$ cat src/rtl/tail_light_pkg.sv
// Shared definitions for the tail-light sequencer.
//
// Contents:
//   state_t  - sequencer state encoding (IDLE, L1..L3, R1..R3, LR3)
//   MASK_*   - per-state six-bit lamp words, bit order {LC,LB,LA,RA,RB,RC}
//   lampMask - maps a state to its lamp word
package tail_light_pkg;

  typedef enum logic [2:0] {
    IDLE = 3'd0,
    L1   = 3'd1,
    L2   = 3'd2,
    L3   = 3'd3,
    R1   = 3'd4,
    R2   = 3'd5,
    R3   = 3'd6,
    LR3  = 3'd7
  } state_t;

  // Left lamps fill from the inner lamp (LA) outward.
  // Right lamps fill from the inner lamp (RA) outward.
  localparam logic [5:0] MASK_IDLE = 6'b000_000;
  localparam logic [5:0] MASK_L1   = 6'b001_000;
  localparam logic [5:0] MASK_L2   = 6'b011_000;
  localparam logic [5:0] MASK_L3   = 6'b111_000;
  localparam logic [5:0] MASK_R1   = 6'b000_100;
  localparam logic [5:0] MASK_R2   = 6'b000_110;
  localparam logic [5:0] MASK_R3   = 6'b000_111;
  localparam logic [5:0] MASK_LR3  = 6'b111_111;

  function automatic logic [5:0] lampMask(input state_t s);
    logic [5:0] m;
    m = MASK_IDLE;
    case (s)
      IDLE:    m = MASK_IDLE;
      L1:      m = MASK_L1;
      L2:      m = MASK_L2;
      L3:      m = MASK_L3;
      R1:      m = MASK_R1;
      R2:      m = MASK_R2;
      R3:      m = MASK_R3;
      LR3:     m = MASK_LR3;
      default: m = MASK_IDLE;
    endcase
    return m;
  endfunction

endpackage

$ cat src/rtl/tail_light_fsm_tick_gen.sv
// Prescaler that produces the light-step strobe.
//
// Parameters:
//   TICK_DIV - clk cycles per step (>= 2)
// Ports:
//   clk   - system clock
//   rst   - asynchronous active-high reset, clears the count
//   tick  - high for the one cycle in which count == TICK_DIV-1
//   count - current prescaler value, 0..TICK_DIV-1
module tick_gen #(
  parameter int TICK_DIV = 25000000,
  localparam int CW = (TICK_DIV > 1) ? $clog2(TICK_DIV) : 1
) (
  input  logic          clk,
  input  logic          rst,
  output logic          tick,
  output logic [CW-1:0] count
);

  localparam logic [CW-1:0] LAST = CW'(TICK_DIV - 1);

  logic [CW-1:0] count_q;

  // Free-running counter that wraps at TICK_DIV-1. Reset parks it at 0 so
  // the first strobe lands TICK_DIV edges after reset is released.
  always_ff @(posedge clk or posedge rst) begin
    if (rst) begin
      count_q <= '0;
    end else if (count_q == LAST) begin
      count_q <= '0;
    end else begin
      count_q <= count_q + CW'(1);
    end
  end

  // Decoded from the count so that it is low whenever reset holds the count at 0.
  assign tick  = (count_q == LAST);
  assign count = count_q;

endmodule

$ cat src/rtl/tail_light_fsm.sv
// Tail-light sequencer (Thunderbird style).
//
// A held left or right request walks the lamps 1,2,3,off; hazard, or both
// turn requests together, flashes all six lamps on/off. Requests are sampled
// only on the step strobe, so short pulses between steps are ignored.
//
// Parameters:
//   TICK_DIV - clk cycles per light step (>= 2)
// Ports:
//   clk, rst          - clock, asynchronous active-high reset
//   left, right, haz  - level requests
//   LC, LB, LA        - left lamps, outer to inner
//   RA, RB, RC        - right lamps, inner to outer
//   tick              - one-cycle step strobe (debug)
//
// Build option:
//   TAIL_LIGHT_HAZARD_EN - when defined, haz forces the all-lamps flash.
//   When undefined, haz is ignored; left+right still reach LR3.
module tail_light_fsm #(
  parameter int TICK_DIV = 25000000
) (
  input  logic clk,
  input  logic rst,
  input  logic left,
  input  logic right,
  input  logic haz,
  output logic LC,
  output logic LB,
  output logic LA,
  output logic RA,
  output logic RB,
  output logic RC,
  output logic tick
);

  import tail_light_pkg::*;

  localparam int CW = (TICK_DIV > 1) ? $clog2(TICK_DIV) : 1;

  logic          stepTick;
  logic [CW-1:0] stepCount;
  logic          unusedCount;
  logic          hazEff;
  state_t        state_q;
  state_t        state_d;
  logic [5:0]    lamps_q;

  tick_gen #(
    .TICK_DIV(TICK_DIV)
  ) uTickGen (
    .clk  (clk),
    .rst  (rst),
    .tick (stepTick),
    .count(stepCount)
  );

  // The prescaler value is only of interest on the debug side.
  assign unusedCount = ^stepCount;
  assign tick        = stepTick;

`ifdef TAIL_LIGHT_HAZARD_EN
  assign hazEff = haz;
`else
  logic unusedHaz;
  assign unusedHaz = haz;
  assign hazEff    = 1'b0;
`endif

  // Next-state selection. A turn sequence is interrupted into the flash when
  // the opposite side or hazard is requested; the last step of every
  // sequence always returns to IDLE so the lamps blank for one step.
  always_comb begin
    state_d = state_q;
    case (state_q)
      IDLE: begin
        if (hazEff || (left && right)) state_d = LR3;
        else if (left)                 state_d = L1;
        else if (right)                state_d = R1;
        else                           state_d = IDLE;
      end
      L1:      state_d = (hazEff || right) ? LR3 : L2;
      L2:      state_d = (hazEff || right) ? LR3 : L3;
      R1:      state_d = (hazEff || left)  ? LR3 : R2;
      R2:      state_d = (hazEff || left)  ? LR3 : R3;
      L3:      state_d = IDLE;
      R3:      state_d = IDLE;
      LR3:     state_d = IDLE;
      default: state_d = IDLE;
    endcase
  end

  // State and lamp word advance together on the step strobe, so the lamps are
  // registered yet always match the current state.
  always_ff @(posedge clk or posedge rst) begin
    if (rst) begin
      state_q <= IDLE;
      lamps_q <= MASK_IDLE;
    end else if (stepTick) begin
      state_q <= state_d;
      lamps_q <= lampMask(state_d);
    end
  end

  assign {LC, LB, LA, RA, RB, RC} = lamps_q;

endmodule

$ cat config.mk
export PLATFORM = sky130hd
export DESIGN_NAME = tail_light_fsm
export DESIGN_NICKNAME = d
export VERILOG_FILES = /design/src/rtl/tail_light_pkg.sv /design/src/rtl/tail_light_fsm_tick_gen.sv /design/src/rtl/tail_light_fsm.sv
export SDC_FILE = /design/constraint.sdc
export NUM_CORES = 1
export LEC_CHECK = 0
export BUFFER_PORTS_ARGS = -buffer_cell sky130_fd_sc_hd__clkbuf_2
export CORE_MARGIN = 3
export CORE_UTILIZATION = 53
export CTS_CLUSTER_SIZE = 28
export DETAILED_ROUTE_END_ITERATION = 8
export PLACE_DENSITY = 0.82
export SYNTH_ARGS = -nofsm -noshare
export SYNTH_HDL_FRONTEND = slang
export SYNTH_SLANG_ARGS = --single-unit
$ cat constraint.sdc
create_clock -name clk -period 1.8 [get_ports clk]
set_input_delay 0 -clock clk [delete_from_list [all_inputs] [get_ports clk]]
set_output_delay 0 -clock clk [all_outputs]
set_load 0.03 [all_outputs]
==> flow_summary.ini <==
[synth]
seq_area_frac_synth_pct = 47.8
yosysTopAreaCell = dfrtp_1
synth_cells = 176
synthTopCellsByCount = dfrtp_1 (33), nand3_1 (12), nor2_1 (12), a21oi_1 (11), nand2_1 (10)
avgSynthCellArea_sq_um = 9.82
yosys.area.top_type_share_pct = 47.8
yosys_warnings = 0
synth-edff-count = 0
yosysMostFrequentCell = dfrtp_1
yosys-top-cells-area = dfrtp_1 (48%), xor2_1 (4.1%), xnor2_1 (3.5%), nand3_1 (3.5%), mux2_2 (3.3%)
synth_nets = 182
async_flop_share_pct = 100
synthFlopType = dfrtp_1
synthesis.area_sq_um = 1730
synthDistinctLibCells = 41
ys_ff_latch = 33

[layout]
area_growth_pct = 37.1
fillCellCount = 195
layout.cells.non_filler = 269
antennaDiodeCount = 0
seq_area_sq_um = 832
drive_gt1_share_pct = 43.1
multi_input_area_sq_um = 1010
fin_nets = 231

[setup_path]
crit_slowest_cell = or4_4
cp_top_family = simple AND/OR/NAND/NOR gates
path_max_fanout = 6
cp_data_required_time_ps = 2030
cp_cell_sequence = ha_2 > nand2_2 > or4_4 > nor3_1 > mux2i_1
cp-end-kind = register
critPathMaxStageDelay_ps = 570
worst-setup-path-type = reg -> reg
path_buf_inv = 0
crit_path_start_kind = register
cp_data_arrival_time_ps = 2260

[clocking]
clk_pin_slew_ps = 110
h-tree-depth = 2
cts_buffers = 5
clockBufferDepth = 2
clockRootBuffer = clkbuf_4
cts_tree = yes
cts_num_sinks = 33
clk_latency_ps = 350

[grt]
grt_use_total_pct = 23.4
grt_pass1_vias = 1609
overflow = 0
grt_max_degree = 34
grt_pass1_wl_microns = 7430
antenna_found_initial = 0

[placement]
place_hpwl_microns = 2910
gp_congestion = 0.861
place_ws_ps = -40.1
port-buffer-count = 10
dp.cells = 246

[drt]
wirelength_microns = 5060
dr.pass1.iters = 7
drc = 0
via_count = 1659
drt_iter0_markers = 102
wl_per_cell_microns = 18.8
drtAntennaViolNets = 0
via_per_inst = 6.17

[floorplan]
rows = 20
die_h_microns = 63.1
coreArea_sq_um = 3080
ios = 12
initial_core_util_pct = 56.1
die_area_sq_um = 3980
die_x_microns = 63.1

[sta]
fin_worst_skew_ps = 16.6
rsz0062_at_grt = yes
finalSetupTns_ps = -693
worstMarginPinSlew_ps = 437
maxSlewHeadroom_pct = 70.6
final.setup.worst_slack_ps = -223
setup_viol = 8
hold_violations = 0
period_needed_ps = 2020
clock.fmax_ghz = 0.494
final_max_slew_viol_count = 0
finalCritPeriodShare_pct = 112

[outcome]
violations = negative setup slack
status = finished, violations left

[power_and_ir_drop]
peakVddDrop_uv = 427
power_density_nw_per_um2 = 511
power.leakage_nw = 1.03

[worst_hold_path]
worstHoldPathType = in -> reg

[run]
max_cap_violations = 0
stage by stage:
step,area (sq um),hold slack (ps),utilization [%],total power [mW]
final,2370,157,77.0,1.21
after global routing,2370,162,77.0,1.26
after CTS,2140,159,69.5,1.19
after detailed placement,1990,87.1,64.6,0.786
after global placement,1990,78.6,64.6,0.784
after floorplan,1740,129,-,0.774
worst paths after layout:
check,slack (ps),start,to,depth (start not counted)
setup reg to reg,-220,uTickGen.count[0],uTickGen.count[22],5
min in group asynchronous,250,rst,uTickGen.count[2],4
hold reg to reg,520,lamps_q[0],lamps_q[0],1
setup / recovery,-220,uTickGen.count[0],uTickGen.count[22],5
hold / removal,160,left,lamps_q[3],4
max in group asynchronous,1220,rst,uTickGen.count[10],4
layout make-up:
type	count	share of cell area (%)
Timing Repair Buffer	51	16.5
Clock buffer	7	2.32
Inverter	8	1.27
Sequential cell	33	35.1
Multi-Input combinational cell	126	42.5
Tap cell	44	2.32
kinds of logic (layout without fill, tap and decap cells):
logic type      Yosys count  in the layout  synth area share [%]
compound gates           33             33                  12.2
fa+ha+maj                 1              1                 0.724
mux                       6              6                  3.84
buf+inv                  17             66                  4.34
xor+xnor                 15             15                  7.60
flops                    33             33                  47.8
simple gates             71             71                  23.5
sequential cells by signal, summed over array words and instances (netlist names):
| signal | cells |
|---|---|
| uTickGen.count | 25 |
| lamps_q | 6 |
| state_q | 2 |
worst reg2reg max path: cells and delay by family (launching register included):
kind / cells / cell delay [ps]
flip-flops: 1 / 400
multiplexers: 1 / 360
adder cells (fa/ha/maj): 1 / 200
AND/OR/NAND/NOR: 3 / 960
report_power, final:
group | switching [mW] | internal (mW) | total [mW]
Clock | 0.252 | 0.184 | 0.436
Combinational | 0.0226 | 0.0110 | 0.0337
Sequential | 0 | 0.741 | 0.741
Total | 0.275 | 0.936 | 1.21
layer usage:
metal  global-route usage, %  routed length, microns  vias to the layer above
met2                    38.9                    2550                       79
met5                       0                       0                        -
met1                    29.6                    1980                      803
met3                    4.63                     330                       30
met4                    10.5                     202                        0
li1                        -                       -                      747
timing repair:
item | CTS | global route
buffers inserted | 3 | 11
gates resized for setup | 13 | 36
hold buffers | 2 | 0
hold endpoints to repair | 34 | 0
setup endpoints to repair | 9 | 16
pin swaps | 2 | 14
cell usage in the layout (no fill, tap or decap), drive strengths merged, types with 7 or more instances in the layout:
master  synthesis  final
a21oi          11     11
buf             3     39
clkbuf          6     17
dfrtp          33     33
inv             8      8
nand2          10     10
nand3          14     14
nor2           12     12
xnor2           7      7
xor2            8      8
(Power assumes the default switching activity.)
